--- src/rtl/fp_align_seq.sv ---
// Iterative exponent-alignment sequencer for the FP add/sub path: picks the larger
// exponent and right-shifts the other fraction up to STEP bits per cycle. Sticky tracking is enabled by FP_ALIGN_STICKY_EN.
module fp_align_seq #(
    parameter int STEP = 8
) (
    input  logic        CLK,
    input  logic        nRST,
    input  logic        flush,
    input  logic        in_valid,
    output logic        in_ready,
    input  logic [7:0]  exp_a,
    input  logic [7:0]  exp_b,
    input  logic [25:0] frac_a,
    input  logic [25:0] frac_b,
    output logic        out_valid,
    input  logic        out_ready,
    output logic [7:0]  exp_out,
    output logic [25:0] frac_big,
    output logic [25:0] frac_small,
    output logic [22:0] frac_small_top,
    output logic        swapped,
    output logic        sticky
);
    typedef enum logic [1:0] {IDLE, CMP, SHIFT, DONE} state_t;

    localparam logic [7:0] STEP_K = 8'(STEP);

    state_t      state_q, state_d;
    logic [7:0]  ea_q, ea_d, eb_q, eb_d;
    logic [25:0] fa_q, fa_d, fb_q, fb_d;
    logic [7:0]  exp_q, exp_d;
    logic [25:0] big_q, big_d, small_q, small_d;
    logic        swp_q, swp_d;
    logic [7:0]  rem_q, rem_d;

    logic        b_wins;
    logic [7:0]  diff;
    logic [25:0] cmp_small;
    logic [7:0]  k;

    assign b_wins    = eb_q > ea_q;
    assign diff      = b_wins ? (eb_q - ea_q) : (ea_q - eb_q);
    assign cmp_small = b_wins ? fa_q : fb_q;
    assign k         = (rem_q < STEP_K) ? rem_q : STEP_K;

`ifdef FP_ALIGN_STICKY_EN
    logic        sticky_q, sticky_d;
    logic [25:0] lost_mask;
    // Bits about to fall off the bottom on this SHIFT cycle.
    assign lost_mask = ~(26'h3FFFFFF << k);
`endif

    always_comb begin
        state_d = state_q;
        ea_d    = ea_q;
        eb_d    = eb_q;
        fa_d    = fa_q;
        fb_d    = fb_q;
        exp_d   = exp_q;
        big_d   = big_q;
        small_d = small_q;
        swp_d   = swp_q;
        rem_d   = rem_q;
`ifdef FP_ALIGN_STICKY_EN
        sticky_d = sticky_q;
`endif
        if (flush) begin
            state_d = IDLE;
            rem_d   = 8'd0;
        end else begin
            case (state_q)
                IDLE: if (in_valid) begin
                    ea_d    = exp_a;
                    eb_d    = exp_b;
                    fa_d    = frac_a;
                    fb_d    = frac_b;
`ifdef FP_ALIGN_STICKY_EN
                    sticky_d = 1'b0;
`endif
                    state_d = CMP;
                end
                CMP: begin
                    swp_d   = b_wins;
                    exp_d   = b_wins ? eb_q : ea_q;
                    big_d   = b_wins ? fb_q : fa_q;
                    small_d = cmp_small;
                    if (diff == 8'd0) begin
                        state_d = DONE;
                    end else if (diff >= 8'd26) begin
                        small_d = 26'd0;
`ifdef FP_ALIGN_STICKY_EN
                        sticky_d = |cmp_small;
`endif
                        state_d = DONE;
                    end else begin
                        rem_d   = diff;
                        state_d = SHIFT;
                    end
                end
                SHIFT: begin
                    small_d = small_q >> k;
                    rem_d   = rem_q - k;
`ifdef FP_ALIGN_STICKY_EN
                    sticky_d = sticky_q | (|(small_q & lost_mask));
`endif
                    if (rem_q == k) state_d = DONE;
                end
                DONE: if (out_ready) state_d = IDLE;
                default: state_d = IDLE;
            endcase
        end
    end

    always_ff @(posedge CLK or negedge nRST) begin
        if (!nRST) begin
            state_q <= IDLE;
            ea_q    <= '0;
            eb_q    <= '0;
            fa_q    <= '0;
            fb_q    <= '0;
            exp_q   <= '0;
            big_q   <= '0;
            small_q <= '0;
            swp_q   <= 1'b0;
            rem_q   <= '0;
        end else begin
            state_q <= state_d;
            ea_q    <= ea_d;
            eb_q    <= eb_d;
            fa_q    <= fa_d;
            fb_q    <= fb_d;
            exp_q   <= exp_d;
            big_q   <= big_d;
            small_q <= small_d;
            swp_q   <= swp_d;
            rem_q   <= rem_d;
        end
    end

`ifdef FP_ALIGN_STICKY_EN
    always_ff @(posedge CLK or negedge nRST) begin
        if (!nRST) sticky_q <= 1'b0;
        else       sticky_q <= sticky_d;
    end
    assign sticky = sticky_q;
`else
    assign sticky = 1'b0;
`endif

    assign in_ready       = (state_q == IDLE);
    assign out_valid      = (state_q == DONE);
    assign exp_out        = exp_q;
    assign frac_big       = big_q;
    assign frac_small     = small_q;
    assign frac_small_top = small_q[25:3];
    assign swapped        = swp_q;
endmodule
--- config.mk ---
export PLATFORM = sky130hd
export DESIGN_NAME = fp_align_seq
export DESIGN_NICKNAME = d
export VERILOG_FILES = /design/src/rtl/fp_align_seq.sv
export SDC_FILE = /design/constraint.sdc
export NUM_CORES = 1
export LEC_CHECK = 0
export BUFFER_PORTS_ARGS = -buffer_cell sky130_fd_sc_hd__buf_2
export CAP_MARGIN = 20
export CORE_AREA = 2 2 158 160
export DETAILED_ROUTE_END_ITERATION = 6
export DIE_AREA = 0 0 160 162
export PLACE_DENSITY = 0.63
export SLEW_MARGIN = 20
export SYNTH_ARGS = -nofsm -noshare
export SYNTH_HDL_FRONTEND = slang
export SYNTH_SLANG_ARGS = --single-unit
export TNS_END_PERCENT = 50
--- constraint.sdc ---
create_clock -name CLK -period 3.05 [get_ports CLK]
set_clock_uncertainty 0.05 [all_clocks]
set_input_delay 0.61 -clock CLK [delete_from_list [all_inputs] [get_ports CLK]]
set_output_delay 0.61 -clock CLK [all_outputs]
set_load 0.01 [all_outputs]
# Word level (Yosys, flattened, before mapping)
# Index checks and enable logic that the tools add are counted.
# totals
in_bits,73
output_inout_bits,87
reg_bits,139
word_cells,55
# classes
eq_ne,9
n_reduce_logical,9
magnitude_cmp,3
mux,19
bitwise_logic,1
add_sub_neg,3
shifts,1
# ops
op,count
$mux W26,4
$pmux W26 S2,1
$mux W8,6
$shr A26 B8 Y26,1
$sub A8 B8 Y8,3
$pmux W8 S2,1
$ne A3 B3 Y1 const B,4
$reduce_and A3 Y1,3
$eq A8 B8 Y1,1
$ge A8 B5 Y1 const B,1
$gt A8 B8 Y1,1
$logic_not A8 Y1,1
$lt A8 B4 Y1 const B,1
$mux W2,4
$pmux W2 S4,1
$eq A2 B2 Y1 const B,2
$reduce_and A2 Y1,2
$ne A3 B2 Y1 const B,1
$reduce_bool A3 Y1,1
$eq A2 B1 Y1 const B,1
$logic_not A2 Y1,1
$mux W1,2
$reduce_bool A2 Y1,1
$not A1 Y1,1

# Logic depth before layout (Yosys ltp)
# Gate-level depths: netlist (run 1).
# logic_depth
ltp_word,7
ltp_mapped,16
depth_no_buf,13

# Worst setup path after synthesis (run 1)
# No wires, ideal clock.
# synth_timing
path_type,reg2reg
start,reg ea_q[3]
end,reg small_q[19] (netlist: frac_small[19])
required_ps,2881
synth_period_minus_slack_ps,2976
arrival_time_ps,2807
stages_incl_launch_ff,16
path_slack_ps,74
setup_ps,119
path_buffers,4
path_cell_list,dfrtp_1 > inv_1 > ha_1 > buf_4 > nand4_2 > or3_4 > o21a_1 > buf_6 > mux2_4 > a211o_1 > nand4_1 > nand2b_1 > buf_6 > buf_8 > o221ai_2 > o21a_1
# synth_between
elab_chain_len,6
word_cells_on_any_way,10
cone_classes,add/sub (2); order compare (2); mux (5); reduce/logical (1)
# synth_lines
item,line_no,text
start: declaration,29,"logic [7:0] ea_q, ea_d, eb_q, eb_d;"
start signal: assignment,117,ea_q <= '0;
start signal: assignment,128,ea_q <= ea_d;
$sub A8 B8 Y8 / $gt A8 B8 Y1 (equally long branches),"42, 41",
$mux W8,42,assign diff = b_wins ? (eb_q - ea_q) : (ea_q - eb_q);
$ge A8 B5 Y1,89,end else if (diff >= 8'd26) begin
$mux W26,89,
$mux W26 *,87,if (diff == 8'd0) begin
$pmux W26 S2 *,71,case (state_q)
end signal: assignment,134,small_q <= small_d;
end: declaration,32,"logic [25:0] big_q, big_d, small_q, small_d;"
# Mark *: on every way between the ends. The rest lies on a longest branch, timed or not.
# A chain may end at the register's enable or synchronous reset.

# Worst setup path in the final report (run 1)
# layout_timing
start,reg ea_q[0]
end,reg small_q[24] (netlist: frac_small[24])
# Same word-level chain as after synthesis.

==> metrics.md, run 1 <==
| Metric | Value |
|---|---|
| Outcome | `finished with violations` |
| Failing checks | `negative setup slack` |
| Post-synth EDFFs | `0` |
| Synthesized Nets | `894` |
| #FFs+latches synth | `139` |
| Residual DRC | `0` |
| Placer's final routability congestion estimate | `0.879` |
| Synth Flop Type | `dfrtp_1` |
| Buf+Inv Stages, Crit Path | `4` |
| Final hold slack | `0.115 ns` |
| Avg WL per Cell | `18.1 microns` |
| Vias in the first global route | `6849` |
| Clock Latency Late Sink | `0.43 ns` |
| CTS tree | `done` |
| Number of buffers created by CTS | `17` |
| Critical Path End | `frac_small[24]` |
| Die H | `162 microns` |
| Setup CP Type | `flip-flop to flip-flop` |
| Chip Width | `160 microns` |
| Share of layout cells above drive strength 1 | `42.1%` |
| Worst path slowest cell | `dfrtp_2` |
| Antenna Nets Post-Route | `0` |
| Unrepaired setup endpoints after global routing | `yes` |
| DP HPWL | `17200 microns` |
| CP Capture Type | `flip-flop` |
| YS warnings | `0` |
| Cells along the critical path | `inv_2 -> ha_4 -> inv_2 -> fa_2 -> a21o_1 -> a21oi_2 -> buf_4 -> nand4_1 -> and4b_1 -> a211o_1 -> nand4_1 -> nand2b_4 -> buf_12 -> nor3_2 -> a221o_1` |
| Initial antenna violation count | `2` |
| Initial Util | `34.7%` |
| CTS root buf | `clkbuf_16` |
| Worst hold path class | `input port to asynchronous set/reset pin` |
| Crit path max fanout | `13` |
| H-tree levels | `4` |
| Via density | `5.16` |
| Critical path startpoint | `ea_q[0]` |
| WP data arrival | `3.31 ns` |
| Commonest cells after routing, fill and taps aside | `buf_2, dfrtp_1, nand2_1, mux2i_1, buf_4` |
| TritonRoute pass-1 iters | `5` |
| Post-Route WL | `23900 microns` |
| Post-synthesis cell count | `798` |
| Share of synthesized registers carrying an async set or reset | `100%` |
| Slew @ Worst Pin | `0.674 ns` |
| Final period util | `100%` |
| FF-to-FF path depth | `15` |
| Fin. max-slew vios | `0` |
| Worst path max stage delay | `0.44 ns` |
| IO Count | `160` |
| # rows | `57` |
| GR Util All Layers | `18.5%` |
| Final core utilization | `44.3%` |
| Area Growth Syn to Fin | `27.8%` |
| Number of library cell types mapped by synthesis | `65` |
| Mean Syn Cell Area | `10.5 sq um` |
| Cell Area, Synth | `8360 sq um` |
| Min Tclk post-route | `3.06 ns` |
| Worst-case clock buffer depth | `2` |
| Core area | `24100 sq um` |
| Top cell type by total area after synthesis | `dfrtp_1` |
| Final WS setup | `-0.0110 ns` |
| Max Cap Violations | `0` |
| First-pass GRT wire length | `37500 microns` |
| RR Endpoint | `frac_small[24]` |
| Full die area | `25900 sq um` |
| Post-synth top area share | `41.6%` |
| Worst Path Required | `3.30 ns` |
| Largest net degree at the start of global routing | `62` |
| Iter 0 DRT Violations | `484` |
| Critical path startpoint category | `flip-flop` |
| Clock slew at reported path FFs | `0.06 ns` |
| Fmax | `327 MHz` |
| Register area share after synthesis | `41.6%` |
| Final Hold Viols | `0` |
| Setup Viol. Count Final | `1` |
| CP Depth | `15` |
| R2R Setup Slk | `-0.01 ns` |
| Delay-heaviest family, CP | `compound AO/OA/AOI/OAI gates` |
| Overflow left after global routing | `0` |
| Max_slew headroom | `54.9%` |
| Fill cell count | `2370` |
| Final nets | `1078` |
| I/O Buffers | `158` |
| Sink Count | `139` |
| Largest cells by area after synthesis | `dfrtp_1, mux2i_1, mux2_2, nand2_1, o21ai_0` |
| Via Count | `6808` |
| Most common cell after layout, fill and taps aside | `buf_2` |
| Setup TNS | `-0.0110 ns` |
| Reg2reg start | `ea_q[0]` |
==> metrics by stage <==
stage	setup slack [ns]	instance area, sq um	instances
floorplan	0.0738	8360	798
detailed placement	-0.207	9780	1274
global placement	-0.0663	9780	1274
finish	-0.0110	10700	1320
CTS	-0.0359	10400	1309
global route	-0.148	10700	1320
==> routing by layer <==
metal | vias up | track usage, % | wire (microns)
li1 | 3227 | - | -
met5 | - | 0 | 13
met4 | 2 | 6.88 | 456
met3 | 39 | 3.65 | 1110
met1 | 3350 | 25.7 | 11200
met2 | 190 | 28.7 | 11100
==> logic make-up (layout without fill, tap and decap cells) <==
kind of cell	Yosys count	count (layout)	share of synthesized area, %
buf+inv	109	306	6.75
flops	139	139	41.6
fa+ha+maj	23	23	3.62
simple gates	171	171	9.44
mux	166	166	22.6
xor+xnor	6	6	0.629
compound gates	182	182	15.3
other cells	2	3	0.0898
==> sequential cells by signal, summed over array words and instances, names as in the netlist <==
signal / cells
swapped: 1
fa_q: 26
rem_q: 8
exp_out: 8
frac_small: 26
state_q: 2
fb_q: 26
ea_q: 8
frac_big: 26
eb_q: 8
==> worst min path at each step <==
stage                             from           end  slack [ns]  cells past startpoint
final                             nRST  frac_big[25]        0.11                      1
after global routing              nRST  frac_big[23]        0.16                      1
after CTS                         nRST  frac_big[23]        0.13                      1
after detailed placement  frac_big[13]  frac_big[13]        0.42                      2
after global placement    frac_big[11]  frac_big[11]        0.41                      2
after floorplan                   nRST       ea_q[0]        0.26                      0
==> repair_timing <==
item                                   CTS  global route
buffers inserted                         3             9
cloned                                   0             1
endpoints found under the hold margin    0             0
gates resized for setup                 11            48
setup endpoints to repair               32            35
hold buffers                             0             0
pin swaps                                4            15
==> area by class of cell <==
cell class / count / area, sq um / area share (%)
Multi-Input combinational cell: 550 / 4570 / 42.8
Sequential cell: 139 / 3480 / 32.6
Timing Repair Buffer: 247 / 1560 / 14.6
Clock buffer: 20 / 447 / 4.18
Tap cell: 324 / 405 / 3.80
Clock inverter: 12 / 115 / 1.08
Inverter: 27 / 101 / 0.949
Antenna cell: 1 / 2.50 / 0.0234
==> cells in the mapped netlist, drive strengths merged (2+ instances only) <==
| library cell | instances |
|---|---|
| o21a | 22 |
| o21ai | 66 |
| a21boi | 2 |
| clkbuf | 29 |
| nor2b | 3 |
| a211oi | 7 |
| o31ai | 2 |
| a2bb2oi | 2 |
| xnor2 | 2 |
| and3 | 11 |
| a21oi | 32 |
| a21o | 3 |
| a221oi | 2 |
| o211a | 2 |
| ha | 21 |
| buf | 53 |
| nor3 | 11 |
| dfrtp | 139 |
| nand3 | 9 |
| fa | 2 |
| conb | 2 |
| and2 | 2 |
| o221ai | 20 |
| or3 | 2 |
| nand4 | 6 |
| nand2 | 88 |
| a32o | 2 |
| nor4 | 4 |
| xor2 | 4 |
| a32oi | 2 |
| inv | 26 |
| a31oi | 3 |
| o311ai | 2 |
| mux4 | 11 |
| mux2i | 85 |
| nand2b | 3 |
| o211ai | 5 |
| nor2 | 26 |
| mux2 | 70 |
==> worst register-to-register path, cell delays in order, from the launching register on <==
cell,delay (ns)
dfrtp_2,0.44
inv_2,0.09
ha_4,0.13
inv_2,0.03
fa_2,0.33
a21o_1,0.19
a21oi_2,0.14
buf_4,0.14
nand4_1,0.09
and4b_1,0.21
a211o_1,0.26
nand4_1,0.16
nand2b_4,0.20
buf_12,0.16
nor3_2,0.06
a221o_1,0.26
Power of run 1 is left out: the tool's default activity adds up to more than one toggle a clock period on the data nets, which glitch-free logic cannot reach.
==> inputs of run 2 (changes only) <==
--- a/config.mk
+++ b/config.mk
@@ -10,7 +10,7 @@
 export CORE_AREA = 2 2 158 160
 export DETAILED_ROUTE_END_ITERATION = 6
 export DIE_AREA = 0 0 160 162
-export PLACE_DENSITY = 0.63
+export PLACE_DENSITY = 0.61
 export SLEW_MARGIN = 20
 export SYNTH_ARGS = -nofsm -noshare
 export SYNTH_HDL_FRONTEND = slang
==> constraint.sdc (replaced) <==
create_clock -name CLK -period 3.9 [get_ports CLK]
set_clock_uncertainty 0.05 [all_clocks]
set_input_delay 0.78 -clock CLK [delete_from_list [all_inputs] [get_ports CLK]]
set_output_delay 0.78 -clock CLK [all_outputs]
set_load 0.01 [all_outputs]
==> run 2 against run 1 <==
Against the previous run: the run now ends clean; non-clock buffer count shrank 73; register-to-register slack improved by 0.42 ns; worst hold slack gained 0.25 ns; design area shrank 7.7%; sequential cell count did not move; critical path depth fell by 3; critical endpoint is now rem_q[3]; die area unchanged; routed wire length is 5.2% lower; first-iteration DRC count is 26% lower; global-route usage down 0.91 points; core utilization fell by 3.4 points.
==> metrics.md, run 2 (synthesized netlist as in run 1, its figures left out) <==
| Metric | Value |
|---|---|
| Outcome | `completed` |
| CP Capture Type | `flip-flop` |
| GR Util All Layers | `17.6% (-0.91 points)` |
| Initial antenna violation count | `3 (+1)` |
| Initial Util | `34.7% (unchanged)` |
| Placer's final routability congestion estimate | `0.888 (+0.99%)` |
| Multi-input logic area | `4360 sq um (-4.7%)` |
| Overflow left after global routing | `0 (unchanged)` |
| # rows | `57 (unchanged)` |
| Cts hold-fix bufs | `0 (unchanged)` |
| Critical path startpoint category | `flip-flop` |
| Post-CTS setup buffers | `0 (-3)` |
| Most common cell after layout, fill and taps aside | `buf_2` |
| Unrepaired setup endpoints after global routing | `no` |
| Crit path max fanout | `14 (+1)` |
| TritonRoute pass-1 iters | `5 (unchanged)` |
| WP data arrival | `3.74 ns (+0.43 ns)` |
| Fmax | `287 MHz (-12%)` |
| Clock slew at reported path FFs | `0.06 ns (about the same)` |
| Largest net degree at the start of global routing | `77 (+24%)` |
| Share of layout cells above drive strength 1 | `33.8% (-8.3 points)` |
| Full die area | `25900 sq um (unchanged)` |
| Fin. max-slew vios | `0 (unchanged)` |
| H-tree levels | `4 (unchanged)` |
| CTS root buf | `clkbuf_16` |
| Core area | `24100 sq um (unchanged)` |
| Final period util | `89.4% (-11 points)` |
| Worst path slowest cell | `o21ai_4` |
| Setup CP Type | `flip-flop to flip-flop` |
| Residual DRC | `0 (unchanged)` |
| Setup Viol. Count Final | `0 (-1)` |
| Worst path max stage delay | `0.47 ns (+0.03 ns)` |
| CTS tree | `done` |
| DP HPWL | `16200 microns (-5.9%)` |
| Avg WL per Cell | `18.1 microns (+0.40%)` |
| Via Count | `6575 (-3.4%)` |
| Worst Path Required | `4.15 ns (+0.85 ns)` |
| Chip Width | `160 microns (unchanged)` |
| Final nets | `1005 (-6.8%)` |
| Post-Layout Cell Count | `1247 (-5.5%)` |
| R2R Setup Slk | `0.41 ns (+0.42 ns)` |
| RR Endpoint | `rem_q[3]` |
| I/O Buffers | `158 (unchanged)` |
| Antenna Nets Post-Route | `0 (unchanged)` |
| Number of buffers created by CTS | `17 (unchanged)` |
| Max_slew headroom | `39.0% (-16 points)` |
| Slew @ Worst Pin | `0.915 ns (+0.242 ns)` |
| Vias in the first global route | `6321 (-7.7%)` |
| Min Tclk post-route | `3.49 ns (+0.426 ns)` |
| Fill cell count | `2420 (+2.1%)` |
| Area Growth Syn to Fin | `18.0%` |
| Worst-case clock buffer depth | `2 (unchanged)` |
| IO Count | `160 (unchanged)` |
| FF-to-FF path depth | `12 (-3)` |
| FF+latch area | `3480 sq um (about the same)` |
| Die H | `162 microns (unchanged)` |
| Max Cap Violations | `0 (unchanged)` |
| Clock Latency Late Sink | `0.42 ns (about the same)` |
| Worst hold path class | `input port to asynchronous set/reset pin` |
| Iter 0 DRT Violations | `360 (-26%)` |
| Placed Cells | `1214 (-4.7%)` |
| Cells along the critical path | `inv_1 -> ha_1 -> a21oi_1 -> o21ai_1 -> o21ai_4 -> mux2i_1 -> xor2_1 -> nand4_1 -> o22ai_2 -> buf_4 -> o221ai_1 -> o211a_1` |
| First-pass GRT wire length | `35500 microns (-5.4%)` |
| Via density | `5.27 (+2.2%)` |
| Setup TNS | `0 ns (+0.0110 ns)` |
| Commonest cells after routing, fill and taps aside | `buf_2, dfrtp_1, nand2_1, mux2i_1, mux2_2` |
| Sink Count | `139 (unchanged)` |
| Post-Route WL | `22600 microns (-5.2%)` |
| Reg2reg start | `ea_q[5]` |
| Final Hold Viols | `0 (unchanged)` |
## run 2: layer usage
metal	vias to the layer above	share of wire, %	global-route usage [%]
li1	3087	-	-
met1	3250	47	24.8
met5	-	0.12	0
met3	38	4.7	3.60
met4	4	2.1	6.35
met2	196	46	26.8
## run 2: worst max-delay path: cells and delay by family, from the launching register on
kind | cells | cell delay [ns]
AO/OA/AOI/OAI | 6 | 1.59
XOR/XNOR | 1 | 0.22
adder cells (fa/ha/maj) | 1 | 0.41
buffers and inverters | 2 | 0.27
flip-flops | 1 | 0.38
multiplexers | 1 | 0.27
AND/OR/NAND/NOR | 1 | 0.18
## run 2: repair_timing
action | CTS | global route
endpoints found under the hold margin | 0 | 0
endpoints found under the setup margin | 0 | 4
gates resized for setup | 0 | 1
## run 2: worst max path at each step
stage	from	cells after the start	end	slack [ns]
6_report	ea_q[5]	12	rem_q[3]	0.41
5_1_grt	eb_q[0]	14	rem_q[3]	0.15
4_1_cts	ea_q[5]	12	rem_q[3]	0.25
3_5_place_dp	ea_q[5]	12	rem_q[7]	0.26
3_3_place_gp	ea_q[5]	12	rem_q[7]	0.38
2_1_floorplan	ea_q[3]	15	frac_small[19]	0.92
## run 2: metrics by stage
stage / util [%] / worst slack, ns / hold WS, ns / area, sq um
after floorplan: - / 0.924 / 0.429 / 8360
after global placement: 38.5 / 0.383 / 0.408 / 9290
after detailed placement: 38.5 / 0.261 / 0.419 / 9290
after CTS: 40.9 / 0.254 / 0.389 / 9850
after global routing: 40.9 / 0.145 / 0.408 / 9860
final: 40.9 / 0.413 / 0.363 / 9860
## run 2: cell type report
cell class	instances	share of cell area, %
antenna	1	0.0254
clock buffer	20	4.53
clock inverter	12	1.17
inverter	27	1.03
multi-input combinational	550	44.2
sequential	139	35.3
tap	324	4.11
timing repair buffer	174	9.68
Power of run 2 is left out for the same reason.
==> inputs of run 3 (changes only) <==
--- a/config.mk
+++ b/config.mk
@@ -11,6 +11,8 @@
 export DETAILED_ROUTE_END_ITERATION = 6
 export DIE_AREA = 0 0 160 162
 export PLACE_DENSITY = 0.61
+export REMOVE_ABC_BUFFERS = 1
+export SKIP_CTS_REPAIR_TIMING = 1
 export SLEW_MARGIN = 20
 export SYNTH_ARGS = -nofsm -noshare
 export SYNTH_HDL_FRONTEND = slang
==> constraint.sdc (replaced) <==
create_clock -name CLK -period 4.1 [get_ports CLK]
set_clock_uncertainty 0.05 [all_clocks]
set_input_delay 0.82 -clock CLK [delete_from_list [all_inputs] [get_ports CLK]]
set_output_delay 0.82 -clock CLK [all_outputs]
set_load 0.01 [all_outputs]
==> run 3 against run 2 <==
Against the previous run: die area unchanged; highest routed layer is now met4; design area up 0.55%; global-route usage down 0.30 points; setup slack better by 0.15 ns; critical endpoint is now frac_small[24].
==> metrics.md, run 3 (synthesized netlist as in run 1, its figures left out) <==
| Metric | Value |
|---|---|
| Outcome | `completed` |
| WP data arrival | `3.79 ns (+0.05 ns)` |
| Setup Viol. Count Final | `0 (unchanged)` |
| Max Cap Violations | `0 (unchanged)` |
| Critical path startpoint category | `flip-flop` |
| Placer's final routability congestion estimate | `0.842 (-5.1%)` |
| Fmax | `282 MHz (-1.5%)` |
| Highest metal used | `met4` |
| Iter 0 DRT Violations | `465 (+29%)` |
| I/O Buffers | `158 (unchanged)` |
| Post-Route WL | `21800 microns (-3.5%)` |
| Sink Count | `139 (unchanged)` |
| CP Capture Type | `flip-flop` |
| Worst-case clock buffer depth | `2 (unchanged)` |
| Crit path max fanout | `28 (+14)` |
| Fill cell count | `2448 (+1.2%)` |
| Die H | `162 microns (unchanged)` |
| Core area | `24100 sq um (unchanged)` |
| Clock slew at reported path FFs | `0.06 ns (about the same)` |
| CTS root buf | `clkbuf_16` |
| TritonRoute pass-1 iters | `5 (unchanged)` |
| Final core utilization | `41.1% (+0.22 points)` |
| R2R Setup Slk | `0.56 ns (+0.15 ns)` |
| WL met1 | `10500 microns (-1.2%)` |
| GR Util All Layers | `17.3% (-0.30 points)` |
| First-pass GRT wire length | `35400 microns (-0.35%)` |
| Vias in the first global route | `6396 (+1.2%)` |
| Setup CP Type | `flip-flop to flip-flop` |
| Via Count | `6420 (-2.4%)` |
| Largest net degree at the start of global routing | `75 (-2.6%)` |
| Detail Route met2 WL | `10000 microns (-3.8%)` |
| Via density | `5.14 (-2.4%)` |
| Max_slew headroom | `41.2% (+2.3 points)` |
| Final Hold Viols | `0 (unchanged)` |
| Share of layout cells above drive strength 1 | `34.0% (+0.14 points)` |
| Worst Path Required | `4.35 ns (+0.20 ns)` |
| Fin. max-slew vios | `0 (unchanged)` |
| Reg2reg start | `ea_q[4]` |
| Most common cell after layout, fill and taps aside | `buf_2` |
| Slew @ Worst Pin | `0.878 ns (-0.0369 ns)` |
| Overflow left after global routing | `0 (unchanged)` |
| Unrepaired setup endpoints after global routing | `no` |
| FF-to-FF path depth | `12 (unchanged)` |
| Full die area | `25900 sq um (unchanged)` |
| Number of buffers created by CTS | `17 (unchanged)` |
| DP HPWL | `15400 microns (-4.8%)` |
| Initial Util | `34.7% (unchanged)` |
| Initial antenna violation count | `1 (-2)` |
| IO Count | `160 (unchanged)` |
| Final nets | `1007 (+0.20%)` |
| Antenna Nets Post-Route | `0 (unchanged)` |
| Commonest cells after routing, fill and taps aside | `buf_2, dfrtp_1, nand2_1, mux2i_1, mux2_2` |
| Avg WL per Cell | `17.5 microns (-3.6%)` |
| Residual DRC | `0 (unchanged)` |
| H-tree levels | `4 (unchanged)` |
| Chip Width | `160 microns (unchanged)` |
| Final period util | `86.4% (-3.0 points)` |
| Worst hold path class | `input port to asynchronous set/reset pin` |
| Area Growth Syn to Fin | `18.6%` |
| Min Tclk post-route | `3.54 ns (+0.0544 ns)` |
| # rows | `57 (unchanged)` |
| Clock Latency Late Sink | `0.42 ns (about the same)` |
| CTS tree | `done` |
| RR Endpoint | `frac_small[24]` |
| Antenna Cells | `0 (-1)` |
| WL met3 | `1030 microns (-3.2%)` |
run 3: changes by cell type in the layout (fill, tap and decap cells not counted), moves of 2 or more:
cell / before / now
buf_12: 3 / 1
buf_4: 13 / 17
bufinv_16: 1 / 3
clkbuf_8: 1 / 5
clkinv_2: 2 / 0
clkinv_4: 3 / 0
run 3: worst max-delay path, cell delays in order (launching register included):
cell	delay, ns
dfrtp_1	0.38
inv_1	0.06
ha_1	0.52
nand4_2	0.23
or3_4	0.47
o21a_2	0.16
mux2_4	0.31
a211o_1	0.26
nand4_1	0.11
nand2b_1	0.12
buf_4	0.38
nor3_1	0.10
a221o_1	0.27
run 3: per-layer routing:
layer	vias to the layer above	GRT usage, %
met5	-	0
met4	0	4.38
met3	15	3.42
met2	183	27.4
met1	3134	24.3
li1	3088	-
run 3: layout make-up:
type	count	area, sq um	share of cell area (%)
clock buffer	24	502	5.06
clock inverter	8	130	1.31
multi-input combinational	550	4360	43.9
sequential	139	3480	35.1
inverter	27	101	1.02
tap	324	405	4.09
timing repair buffer	176	945	9.53
run 3: stage by stage:
| stage | instances | hold slack, ns | area (sq um) | setup TNS [ns] | setup slack (ns) |
|---|---|---|---|---|---|
| finish | 1248 | 0.363 | 9920 | 0 | 0.558 |
| global route | 1248 | 0.426 | 9920 | 0 | 0.305 |
| CTS | 1248 | 0.391 | 9920 | 0 | 0.580 |
| detailed placement | 1216 | 0.419 | 9290 | 0 | 0.596 |
| global placement | 1216 | 0.407 | 9290 | 0 | 0.688 |
| floorplan | 716 | 0.430 | 7900 | -48.99 | -1.54 |
run 3: worst max-delay path by stage:
stage          startpoint  slack (ns)        endpoint  cells after the start
2_1_floorplan     eb_q[0]       -1.54  frac_small[16]                     13
3_3_place_gp      ea_q[4]        0.69  frac_small[24]                     12
3_5_place_dp      ea_q[4]        0.60  frac_small[24]                     12
4_1_cts           ea_q[4]        0.58  frac_small[24]                     12
5_1_grt           ea_q[5]        0.31  frac_small[24]                     12
6_report          ea_q[4]        0.56  frac_small[24]                     12
Power of run 3 is left out for the same reason.
